## src/rtl/branch_cmp_ctrl_pkg.sv

```systemverilog
// branch_cmp_ctrl_pkg: shared widths, branch type encodings and helpers for the branch comparator controller
package branch_cmp_ctrl_pkg;
  localparam int BR_TYPE_W = 3;
  localparam int REG_W = 5;
  localparam int TNEW_W = 2;
  typedef enum logic [BR_TYPE_W-1:0] {
    BR_BEQ  = 3'd0,
    BR_BNE  = 3'd1,
    BR_BLEZ = 3'd2,
    BR_BGTZ = 3'd3,
    BR_BLTZ = 3'd4,
    BR_BGEZ = 3'd5
  } br_type_e;
  typedef enum logic {S_IDLE, S_WAIT} state_e;
  function automatic logic uses_rt(input logic [BR_TYPE_W-1:0] t);
    return t == BR_BEQ || t == BR_BNE;
  endfunction
endpackage

```

## src/rtl/branch_cmp_ctrl_br_cond_eval.sv

```systemverilog
// br_cond_eval: combinational branch condition evaluation on forwarded operands
module br_cond_eval
  import branch_cmp_ctrl_pkg::*;
(
  input  logic [31:0]          d1,
  input  logic [31:0]          d2,
  input  logic [BR_TYPE_W-1:0] br_type,
  output logic                 cond
);
  logic zero, neg;
  assign zero = d1 == 32'd0;
  assign neg = d1[31];
  always_comb
    cond = br_type == BR_BEQ  ? d1 == d2 :
           br_type == BR_BNE  ? d1 != d2 :
           br_type == BR_BLEZ ? neg | zero :
           br_type == BR_BGTZ ? ~neg & ~zero :
           br_type == BR_BLTZ ? neg :
           br_type == BR_BGEZ ? ~neg : 1'b0;
endmodule

```

## src/rtl/branch_cmp_ctrl.sv

```systemverilog
// branch_cmp_ctrl: ID-stage branch resolve/stall decision, stall watchdog and branch perf counters
module branch_cmp_ctrl
  import branch_cmp_ctrl_pkg::*;
#(
  parameter int MAX_STALL = 3,
  parameter int CNT_W = 32
) (
  input  logic                 clk,
  input  logic                 reset,
  input  logic                 id_br_valid,
  input  logic [BR_TYPE_W-1:0] id_br_type,
  input  logic [REG_W-1:0]     id_rs,
  input  logic [REG_W-1:0]     id_rt,
  input  logic                 e_wr_en,
  input  logic [REG_W-1:0]     e_wr_addr,
  input  logic [TNEW_W-1:0]    e_tnew,
  input  logic                 m_wr_en,
  input  logic [REG_W-1:0]     m_wr_addr,
  input  logic [TNEW_W-1:0]    m_tnew,
  input  logic [31:0]          d1,
  input  logic [31:0]          d2,
  input  logic                 perf_clr,
  output logic                 stall,
  output logic                 br_resolve,
  output logic                 br_taken,
  output logic                 stall_err,
  output logic [CNT_W-1:0]     br_total,
  output logic [CNT_W-1:0]     br_taken_cnt
);
  localparam int SC_W = MAX_STALL <= 3 ? 2 : $clog2(MAX_STALL + 1);
  localparam logic [SC_W-1:0] SC_MAX = SC_W'(MAX_STALL);
  state_e state, state_nxt;
  logic [SC_W-1:0] cnt, cnt_nxt;
  logic hz_rs, hz_rt, hazard, cond, err_set;
  assign hz_rs = |id_rs & ((e_wr_en & e_wr_addr == id_rs & |e_tnew) |
                           (m_wr_en & m_wr_addr == id_rs & |m_tnew));
  assign hz_rt = uses_rt(id_br_type) & |id_rt &
                 ((e_wr_en & e_wr_addr == id_rt & |e_tnew) |
                  (m_wr_en & m_wr_addr == id_rt & |m_tnew));
  assign hazard = hz_rs | hz_rt;
  // reset gates the combinational outputs so PC-hold/NPC logic sees nothing while in reset
  assign stall = reset & id_br_valid & hazard;
  assign br_resolve = reset & id_br_valid & ~hazard;
  assign br_taken = br_resolve & cond;
  br_cond_eval u_cond (
    .d1(d1),
    .d2(d2),
    .br_type(id_br_type),
    .cond(cond)
  );
  always_comb begin
    state_nxt = S_IDLE;
    cnt_nxt = '0;
    if (stall) begin
      state_nxt = S_WAIT;
      cnt_nxt = state == S_IDLE ? SC_W'(1) : cnt == SC_MAX ? cnt : cnt + SC_W'(1);
    end
  end
  assign err_set = stall & cnt_nxt == SC_MAX;
  always_ff @(posedge clk or negedge reset) begin
    if (!reset) begin
      state <= S_IDLE;
      cnt <= '0;
      stall_err <= 1'b0;
      br_total <= '0;
      br_taken_cnt <= '0;
    end else begin
      state <= state_nxt;
      cnt <= cnt_nxt;
      stall_err <= perf_clr ? 1'b0 : stall_err | err_set;
      br_total <= perf_clr ? '0 : br_resolve & ~&br_total ? br_total + CNT_W'(1) : br_total;
      br_taken_cnt <= perf_clr ? '0 : br_taken & ~&br_taken_cnt ? br_taken_cnt + CNT_W'(1) : br_taken_cnt;
    end
  end
endmodule

```

## config.mk

```make
export PLATFORM = sky130hd
export DESIGN_NAME = branch_cmp_ctrl
export DESIGN_NICKNAME = d
export VERILOG_FILES = /design/src/rtl/branch_cmp_ctrl_pkg.sv /design/src/rtl/branch_cmp_ctrl_br_cond_eval.sv /design/src/rtl/branch_cmp_ctrl.sv
export SDC_FILE = /design/constraint.sdc
export NUM_CORES = 1
export LEC_CHECK = 0
export BUFFER_PORTS_ARGS = -buffer_cell sky130_fd_sc_hd__buf_2
export CAP_MARGIN = 20
export CORE_UTILIZATION = 30
export CTS_BUF_LIST = sky130_fd_sc_hd__clkbuf_4 sky130_fd_sc_hd__clkbuf_8 sky130_fd_sc_hd__clkbuf_16
export DETAILED_ROUTE_END_ITERATION = 7
export GPL_ROUTABILITY_DRIVEN = 0
export MAX_ROUTING_LAYER = met4
export SKIP_LAST_GASP = 1
export SYNTH_ARGS = -nofsm -noshare
export SYNTH_HDL_FRONTEND = slang
export SYNTH_SLANG_ARGS = --single-unit
```

## constraint.sdc

```tcl
create_clock -name clk -period 2.1 [get_ports clk]
set_input_delay 0.315 -clock clk [delete_from_list [all_inputs] [get_ports clk]]
set_output_delay 0.315 -clock clk [all_outputs]
set_load 0.02 [all_outputs]
```

=== Word-level counts from Yosys, hierarchy flattened ===
Index checks and enable logic that the tools add are counted.

* Register bits: 68
* Input port bits: 97
* Word-level logic and storage cells: 76

* Add/subtract/negate cells: 3
* Eq/ne operators: 13
* Multiplexer cells: 15
* Bitwise gates (word level): 27
* Reductions and logical operators: 13

{| class="wikitable"
|+ Operators by type and width
! cell !! count
|-
| 2-to-1 mux 32 bit || 4
|-
| adder 32 x 1 -> 32 bit, second input constant || 2
|-
| AND reduction 32 bit || 2
|-
| == test 32 bit || 1
|-
| zero test 32 bit || 1
|-
| != test 32 bit || 1
|-
| == test 5 bit || 4
|-
| AND 1 bit || 19
|-
| OR reduction 5 bit || 2
|-
| 2-to-1 mux 1 bit || 8
|-
| == test 3 x 2 -> 1 bit, second input constant || 2
|-
| == test 3 bit, second input constant || 2
|-
| 2-to-1 mux 2 bit || 3
|-
| bitwise OR 1 bit || 5
|-
| == test 2 bit, second input constant || 2
|-
| nonzero test 2 bit || 2
|-
| OR reduction 2 bit || 2
|-
| == test 3 x 1 -> 1 bit, second input constant || 1
|-
| zero test 3 bit || 1
|-
| NOT 1 bit || 3
|-
| adder 2 x 1 -> 2 bit, second input constant || 1
|-
| zero test 1 bit || 2
|-
| logical OR 1 bit || 1
|}

=== Longest topological paths before layout ===
Gate-level depths: netlist of run 1.

* Word-level depth: 12
* Mapped depth: 10
* Depth with buffers taken out: 9

=== Modules after synthesis ===
From an unflattened synthesis of run 1, not the netlist that was laid out.

* Cells, all modules: 545
* Area total of the unflattened synthesis: 4730.8 um^2

{| class="wikitable"
|+ By module, submodules not included
! module !! times used !! cells an instance !! area an instance (um^2) !! seq. area each (um^2)
|-
| branch_cmp_ctrl || 1 || 478 || 4217.8 || 1701.6
|-
| br_cond_eval || 1 || 67 || 513.0 || 0.0
|}

=== Least setup slack after synthesis of run 1 ===
No wires, ideal clock.

* Kind: flip-flop to flip-flop
* Start point: register br_total[3]
* End point: register br_total[6]
* Library setup time: 0.132 ns
* Arrival time: 2.135 ns
* Required time: 1.968 ns
* Slack: -0.166 ns
* Cell stages (with the launch flop): 10
* Buffers on the path: 1
* Period minus slack after synthesis: 2.266 ns
* Cell sequence: dfrtp_1 -> and4_1 -> and3_1 -> nand4_2 -> nor3_4 -> nand4_1 -> buf_2 -> nand4_1 -> xor2_1 -> nor2_1

* Longest elaborated chain between the ends: 4
* Elaborated cells on any way between the ends: 7
* Classes of those cells: add/sub: 1; mux: 2; bitwise: 1; reduce/logical: 3

{| class="wikitable"
|+ RTL lines
! element !! line !! text
|-
| start: declaration || branch_cmp_ctrl.sv:27 || <nowiki>output logic [CNT_W-1:0] br_total,</nowiki>
|-
| start signal: assignment || branch_cmp_ctrl.sv:71 || <nowiki>br_total <= perf_clr ? '0 : br_resolve & ~&br_total ? br_total + CNT_W'(1) : br_total;</nowiki>
|-
| parallel branches: the longest is 4 deep, another holds adder 32 x 1 -> 32 bit || - ||
|}

Parallel ways; which one is timed is not known. The select of a mux whose other input is x is not followed.
A chain may end at the register's enable or synchronous reset.

=== Final worst setup path of run 1 ===
* Start point: input port d1[16]
* End point: output port br_taken

* Longest elaborated chain between the ends: 8
* Elaborated cells on any way between the ends: 11
* Classes of those cells: eq/ne: 2; mux: 4; bitwise: 4; reduce/logical: 1

{| class="wikitable"
|+ RTL lines
! element !! line !! text
|-
| start: declaration || branch_cmp_ctrl.sv:20 || <nowiki>input logic [31:0] d1,</nowiki>
|-
| zero test 32 bit || branch_cmp_ctrl_br_cond_eval.sv:11 || <nowiki>assign zero = d1 == 32'd0;</nowiki>
|-
| NOT 1 bit || branch_cmp_ctrl_br_cond_eval.sv:17 || <nowiki>br_type == BR_BGTZ ? ~neg & ~zero :</nowiki>
|-
| AND 1 bit || branch_cmp_ctrl_br_cond_eval.sv:17 ||
|-
| 2-to-1 mux 1 bit || branch_cmp_ctrl_br_cond_eval.sv:17 ||
|-
| 2-to-1 mux 1 bit || branch_cmp_ctrl_br_cond_eval.sv:16 || <nowiki>br_type == BR_BLEZ ? neg | zero :</nowiki>
|-
| 2-to-1 mux 1 bit || branch_cmp_ctrl_br_cond_eval.sv:15 || <nowiki>br_type == BR_BNE ? d1 != d2 :</nowiki>
|-
| 2-to-1 mux 1 bit (*) || branch_cmp_ctrl_br_cond_eval.sv:14 || <nowiki>cond = br_type == BR_BEQ ? d1 == d2 :</nowiki>
|-
| AND 1 bit (*) || branch_cmp_ctrl.sv:44 || <nowiki>assign br_taken = br_resolve & cond;</nowiki>
|-
| end: declaration || branch_cmp_ctrl.sv:25 || <nowiki>output logic br_taken,</nowiki>
|}

Mark *: on every way between the ends. The rest lies on a longest branch, timed or not.

==> results of run 1 <==
## flip-flops by register name, indices dropped and copies added, names as in the netlist
register      flops
br_taken_cnt     32
br_total         32
cnt               2
stall_err         1
state             1
## cell usage in the layout, fill, tap and decap left out, types with 7 or more instances in the layout
| cell type | count |
|---|---|
| buf_2 | 158 |
| xor2_1 | 76 |
| buf_4 | 74 |
| nor2_1 | 56 |
| dfrtp_1 | 54 |
| nand4_1 | 37 |
| nand3_1 | 22 |
| nand2_1 | 21 |
| and3_1 | 16 |
| xnor2_1 | 15 |
| nor3_1 | 14 |
| dfrtp_2 | 14 |
| buf_6 | 12 |
| inv_1 | 11 |
| nand3_2 | 11 |
| and2_1 | 10 |
| clkbuf_16 | 10 |
| o21ai_0 | 9 |
| nor4_1 | 9 |
| nor4_2 | 8 |
| a21oi_1 | 8 |
| or3_1 | 7 |
## power groups by stage
stage                     Clock, mW  Combinational, mW  Sequential (mW)
after floorplan                   0              0.168             1.35
after global placement            0              0.424             1.34
after detailed placement          0              0.433             1.34
after CTS                      1.48              0.468             1.32
after global routing           1.54              0.556             1.32
final                          1.45              0.517             1.32
## cells in the mapped netlist (4+ instances only)
library cell  number
nor3_1            15
buf_2              7
xnor2_1           16
nand4_1           37
xor2_1            79
clkbuf_1          12
and2_1            10
or4_1              5
o31ai_1            4
a21oi_1           12
nor2_1            59
nor4_1            21
or3_1              8
nand3_1           33
and3_1            21
o21ai_0            9
nand2_1           23
inv_1             12
dfrtp_1           68
## layout make-up
| type | instances | area [um^2] | area share [%] |
|---|---|---|---|
| Clock buffer | 12 | 260 | 3.74 |
| Sequential cell | 68 | 1720 | 24.7 |
| Timing Repair Buffer | 253 | 1650 | 23.7 |
| Tap cell | 184 | 230 | 3.31 |
| Clock inverter | 4 | 25.0 | 0.360 |
| Inverter | 12 | 47.5 | 0.683 |
| Multi-Input combinational cell | 399 | 3030 | 43.5 |
## final timing paths
path | start | endpoint | cells after the start
max | d1[16] | br_taken | 11
min | reset | br_taken_cnt[17]$_DFFE_PN0P_ | 2
max reg2reg | br_total[5]$_DFFE_PN0P_ | br_total[14]$_DFFE_PN0P_ | 10
min reg2reg | stall_err$_DFF_PN0_ | stall_err$_DFF_PN0_ | 2
max in group asynchronous | reset | br_taken_cnt[21]$_DFFE_PN0P_ | 2
min in group clk | id_br_valid | state$_DFF_PN0_ | 4
## worst register-to-register path, cell delays in order (launching register included)
cell and delay [ns]:
dfrtp_2 0.37, and4_4 0.23, and3_4 0.22, nand4_4 0.14, nor3_4 0.24, nand4_1 0.13
buf_6 0.16, clkbuf_16 0.16, nand4_1 0.11, xor2_1 0.17, nor2_1 0.05
## routing by layer
metal / vias up / global-route usage, % / share of wire (%)
li1: 2276 / - / -
met1: 2253 / 21.7 / 38
met2: 201 / 36.2 / 52
met3: 39 / 3.57 / 6.1
met4: 0 / 11.5 / 4.0
met5: - / - / 0
## kinds of logic after synthesis
group           count (synthesis)
mux                             5
flops                          68
xor+xnor                       95
buf+inv                        34
compound gates                 45
fa+ha+maj                       2
simple gates                  251
## what timing repair did
| action | 4_1_cts | 5_1_grt |
|---|---|---|
| endpoints found under the setup margin | 18 | 59 |
| pin swaps | 14 | 36 |
| resized for setup | 25 | 75 |
| setup buffers | 7 | 8 |
| gates cloned | 0 | 2 |
| hold buffers | 0 | 0 |
==> run_results.csv, run 1 <==
group,metric,value,unit
routing,drt_iter0_drc,236,
setup_path,cp_slowest_cell,"mux2_4",
timing,slew_violations,0,
cts,ctsHtreeMaxLevel,3,
setup_path,worstPathMaxFanout,2,
timing,hold_violations,0,
setup_path,end_kind,"primary output",
placement,portBuffers,164,
logic_synthesis,yosysWarningCount,0,
logic_synthesis,async_flop_share,100,%
logic_synthesis,syn-cell-area,0.00447,mm^2
timing,worst_pin_slew,0.891,ns
global_routing,globalRouteOverflowTotal,0,
routing,route.detailed.drc,0,
logic_synthesis,avgSynthCellArea,8.93,um^2
flow_run,cap_violations,0,
logic_synthesis,synthMuxAreaShare,1.23,%
layout,fin_cells,932,
logic_synthesis,yosys.area_share.simple,31.0,%
global_routing,grt_usage,20.5,%
die,core_area,0.0145,mm^2
timing,skew,0.00711,ns
die,initial_core_util,30.7,%
timing,tns,-0.750,ns
global_routing,antenna_found_initial,0,
setup_path,path_common_cell,"buf_6",
routing,dr.pass1.iters,4,
logic_synthesis,synth_nets,599,
cts,clock_path_buffers,2,
cts,cts.clk_slew.worst_paths,0.06,ns
placement,post_dp_cell_area,0.00607,mm^2
power_and_ir_drop,p_switching,861,uW
power_and_ir_drop,seq_power_share,40.2,%
power_and_ir_drop,switching_share,26.2,%
outcome,violations,"negative setup slack",
placement,numPlacedInstances,900,
setup_path,cp-start-kind,"input port",
logic_synthesis,synth_adder_area_share,0.560,%
placement,hpwl,11.4,mm
setup_path,arrival,1.99,ns
timing,finalCritPeriodShare,110,%
power_and_ir_drop,cellInternalPower,2.42,mW
cts,cts_tree,"yes",
logic_synthesis,synthDominantCellAreaShare,38.1,%
power_and_ir_drop,p_per_area,472,mW/mm^2
setup_path,required,1.78,ns
power_and_ir_drop,p_leak,3.30,nW
setup_path,rrSetupSlack,0.01,ns
layout,syn_to_final_growth,55.8,%
die,design.die.area,0.0154,mm^2
die,die_h,124,um
timing,min_period,2.30,ns
power_and_ir_drop,clkPwrFrac,44.1,%
timing,setup_slack,-0.203,ns
timing,setup_violations,12,
logic_synthesis,synth_compound_area_share,6.92,%
logic_synthesis,synth_top_family_by_area,"simple AND/OR/NAND/NOR gates",
layout,fillers,1354,
setup_path,crit_buf_inv,5,
logic_synthesis,syn_inst,500,
die,rows,44,
routing,drt-wirelength-per-cell,16.6,um
setup_path,timing.critical_path.slowest_cell_delay,0.32,ns
setup_path,crit_path_cell_trace,"buf_8, buf_6, xor2_2, nor4_2, nand4_1, o21ai_2, mux2_4, buf_6, nand2_4, inv_4, buf_6",
timing,timing.hold.ws,0.297,ns
timing,rsz0062_at_grt,"true",
global_routing,grt_pass1_vias,4745,
global_routing,grt_pass1_wl,23.2,mm
logic_synthesis,synth_edf_count,0,
global_routing,grt_max_degree,69,
layout,antennaDiodeCount,0,
logic_synthesis,ys_seq_area_share,38.1,%
layout,drive_above_1_share,48.1,%
logic_synthesis,yosysTopAreaCell,"dfrtp_1",
routing,routed_via_density,5.12,
power_and_ir_drop,vdd_drop_max,0.343,mV
routing,vias,4769,
routing,routed_wl,15.5,mm
timing,max_slew_margin,40.6,%
die,boundaryPins,165,
cts,cts_root_buf,"clkbuf_16",
layout,fin_util,47.9,%
placement,pre_cts_slack,-0.463,ns
setup_path,worst-setup-path-type,"input port to primary output",
setup_path,path_delay_family,"simple AND/OR/NAND/NOR gates",
cts,worstSkewPairLatency,0.34,ns
layout,final_area,0.00696,mm^2
layout,nets,842,
cts,cts_buffers,9,
routing,postRouteAntennaNets,0,
logic_synthesis,synth_xor_area_share,18.6,%
power_and_ir_drop,total_power,3.28,mW
logic_synthesis,synth-seq-cells,68,
timing,fmax,434,MHz
logic_synthesis,synth_flop_cell,"dfrtp_1",
min_path,min_path_type,"input port to async pin",
die,die_width,124,um
power_and_ir_drop,p_comb_share,15.7,%
logic_synthesis,ys_types,44,
cts,clock-sinks,68,
logic_synthesis,synth_area_leaders,"dfrtp_1 (38%), xor2_1 (15%), nand4_1 (5.2%), nor2_1 (5.0%), nand3_1 (3.7%)",
outcome,outcome,"complete, but fails checks",
(Power assumes the default switching activity.)
==> run 2, diff against run 1 <==
--- a/config.mk
+++ b/config.mk
@@ -5,11 +5,12 @@
 export SDC_FILE = /design/constraint.sdc
 export NUM_CORES = 1
 export LEC_CHECK = 0
-export BUFFER_PORTS_ARGS = -buffer_cell sky130_fd_sc_hd__buf_2
 export CAP_MARGIN = 20
+export CORE_MARGIN = 2
 export CORE_UTILIZATION = 30
 export CTS_BUF_LIST = sky130_fd_sc_hd__clkbuf_4 sky130_fd_sc_hd__clkbuf_8 sky130_fd_sc_hd__clkbuf_16
 export DETAILED_ROUTE_END_ITERATION = 7
+export DONT_BUFFER_PORTS = 1
 export GPL_ROUTABILITY_DRIVEN = 0
 export MAX_ROUTING_LAYER = met4
 export SKIP_LAST_GASP = 1
==> run 2 against run 1 <==
Sequential power about the same. Global-route usage fell by 1.8 points. Largest cell class unchanged. Sequential share of layout area increased by 3.3 points. Setup slack better by 0.23 ns. Fmax increased by 11%. Cell count shrank 15%. The run now ends clean.
==> run_results.csv, run 2 (same netlist as run 1, synthesis figures left out) <==
group,metric,value,unit
setup_path,cp-start-kind,"input port",
power_and_ir_drop,vdd_drop_max,0.356,mV
timing,rsz0062_at_grt,"true",
setup_path,timing.critical_path.slowest_cell_delay,0.34,ns
routing,dr.pass1.iters,5,
routing,postRouteAntennaNets,0,
global_routing,grt_max_degree,69,
cts,cts_buffers,9,
placement,portBuffers,0,
setup_path,startpoint,"d2[14]",
timing,tns,0,ns
power_and_ir_drop,p_comb_share,8.7,%
cts,worstSkewPairLatency,0.33,ns
cts,clock-sinks,68,
routing,routed_via_density,5.44,
timing,max_slew_margin,70.8,%
min_path,min_from,"perf_clr",
global_routing,globalRouteOverflowTotal,0,
flow_run,cap_violations,0,
global_routing,grt_pass1_wl,22.9,mm
setup_path,crit_buf_inv,3,
setup_path,crit_path_cell_trace,"xor2_4, nor4_4, buf_4, nand4_1, o21ai_2, mux2_4, nand2_4, inv_4, buf_6",
min_path,min_path_type,"input port to flop",
power_and_ir_drop,clkPwrFrac,51.0,%
layout,fin_cells,790,
layout,syn_to_final_growth,37.4,%
routing,drt-wirelength-per-cell,18.9,um
setup_path,end_kind,"primary output",
die,rows,44,
cts,clock_path_buffers,2,
layout,top_regs,"br_taken_cnt (32), br_total (32), cnt (2)",
power_and_ir_drop,seq_power_share,40.3,%
setup_path,arrival,1.76,ns
die,design.die.area,0.0159,mm^2
placement,numPlacedInstances,762,
routing,vias,4297,
timing,skew,0.00534,ns
power_and_ir_drop,p_switching,736,uW
layout,drive_above_1_share,32.3,%
timing,hold_violations,0,
global_routing,antenna_found_initial,0,
outcome,outcome,"complete, no violations",
cts,cts_tree,"yes",
setup_path,worstPathMaxFanout,2,
die,die_h,126,um
layout,final_area,0.00614,mm^2
timing,finalCritPeriodShare,98.9,%
layout,nets,700,
power_and_ir_drop,p_leak,2.65,nW
placement,hpwl,11.2,mm
die,initial_core_util,30.7,%
power_and_ir_drop,total_power,3.28,mW
setup_path,cp_slowest_cell,"mux2_4",
setup_path,path_delay_family,"simple AND/OR/NAND/NOR gates",
layout,final_common_cell,"buf_4",
power_and_ir_drop,p_per_area,534,mW/mm^2
power_and_ir_drop,cellInternalPower,2.54,mW
timing,setup_violations,0,
cts,ctsHtreeMaxLevel,3,
placement,post_dp_cell_area,0.00544,mm^2
setup_path,worst-setup-path-type,"input port to primary output",
power_and_ir_drop,switching_share,22.5,%
timing,fmax,481,MHz
die,boundaryPins,165,
setup_path,reg2reg_from,"br_total[3]$_DFFE_PN0P_",
routing,route.detailed.drc,0,
timing,worst_pin_slew,0.435,ns
routing,drt_iter0_drc,306,
global_routing,grt_pass1_vias,4419,
die,core_area,0.0145,mm^2
die,die_width,126,um
setup_path,required,1.78,ns
cts,cts_root_buf,"clkbuf_16",
layout,layout_common_cells,"buf_4 (101), xor2_1 (78), nor2_1 (58)",
timing,slew_violations,0,
routing,routed_wl,14.9,mm
timing,min_period,2.08,ns
cts,cts.clk_slew.worst_paths,0.06,ns
layout,fillers,1418,
layout,antennaDiodeCount,0,
global_routing,grt_usage,18.8,%
[run 2: cell types whose count changed in the layout (fill, tap and decap cells not counted), sizes merged]
cell | before | now
dlygate4sd3 | 0 | 1
bufinv | 0 | 2
clkinv | 2 | 1
buf | 252 | 109
clkinvlp | 2 | 1
[run 2: final cells by class]
cell class	count	area, um^2	share of cell area (%)
multi-input combinational	399	2890	47.1
sequential	68	1720	28.0
timing repair buffer	111	926	15.1
clock buffer	12	254	4.14
tap	184	230	3.75
clock inverter	4	72.6	1.18
inverter	12	47.5	0.775
[run 2: path summary, 6_finish.rpt]
check	endpoint	slack, ns	depth (start not counted)
setup reg to reg	br_total[11]$_DFFE_PN0P_	0.07	10
min in group asynchronous	br_taken_cnt[3]$_DFFE_PN0P_	0.53	2
max in group asynchronous	br_total[20]$_DFFE_PN0P_	1.27	2
hold / removal	br_taken_cnt[20]$_DFFE_PN0P_	0.05	1
hold reg to reg	cnt[1]$_DFF_PN0_	0.52	1
setup / recovery	br_taken	0.02	9
[run 2: worst reg2reg max path, cell delays in order, from the launching register on]
cell	delay, ns
dfrtp_2	0.36
and4_4	0.23
and3_4	0.20
nand4_4	0.13
nor3_4	0.23
nand4_1	0.14
buf_6	0.16
clkbuf_16	0.16
nand4_1	0.11
xor2_1	0.14
nor2_1	0.06
[run 2: timing repair]
item                                   in CTS  in global routing
buffers inserted                            1                  8
hold buffers                                2                  0
endpoints found under the hold margin      68                  0
pin swaps                                   2                 33
setup endpoints to repair                   4                 42
cloned                                      0                  2
gates resized for setup                     7                 41
[run 2: power groups by stage]
stage | sequential (mW) | combinational (mW) | clock [mW]
final | 1.32 | 0.285 | 1.67
after global routing | 1.32 | 0.314 | 1.77
after CTS | 1.32 | 0.268 | 1.71
after detailed placement | 1.34 | 0.224 | 0
after global placement | 1.34 | 0.218 | 0
after floorplan | 1.35 | 0.168 | 0
[run 2: per-stage QoR]
| step | hold slack, ns | setup slack (ns) | utilization (%) |
|---|---|---|---|
| global route | 0.0382 | -0.0717 | 42.2 |
| finish | 0.0503 | 0.0225 | 42.2 |
| floorplan | 0.0194 | -0.0722 | - |
| detailed placement | 0.0220 | -0.388 | 37.4 |
| global placement | 0.0226 | -0.354 | 37.4 |
| CTS | 0.0295 | -0.0537 | 40.2 |
[run 2: routing by layer]
metal  track usage (%)  routed length [um]  up-vias
li1                  -                   -     2005
met1              20.1                5780     2058
met2              32.5                7580      195
met3              3.99                 989       39
met4              9.63                 600        0
met5                 -                   0        -
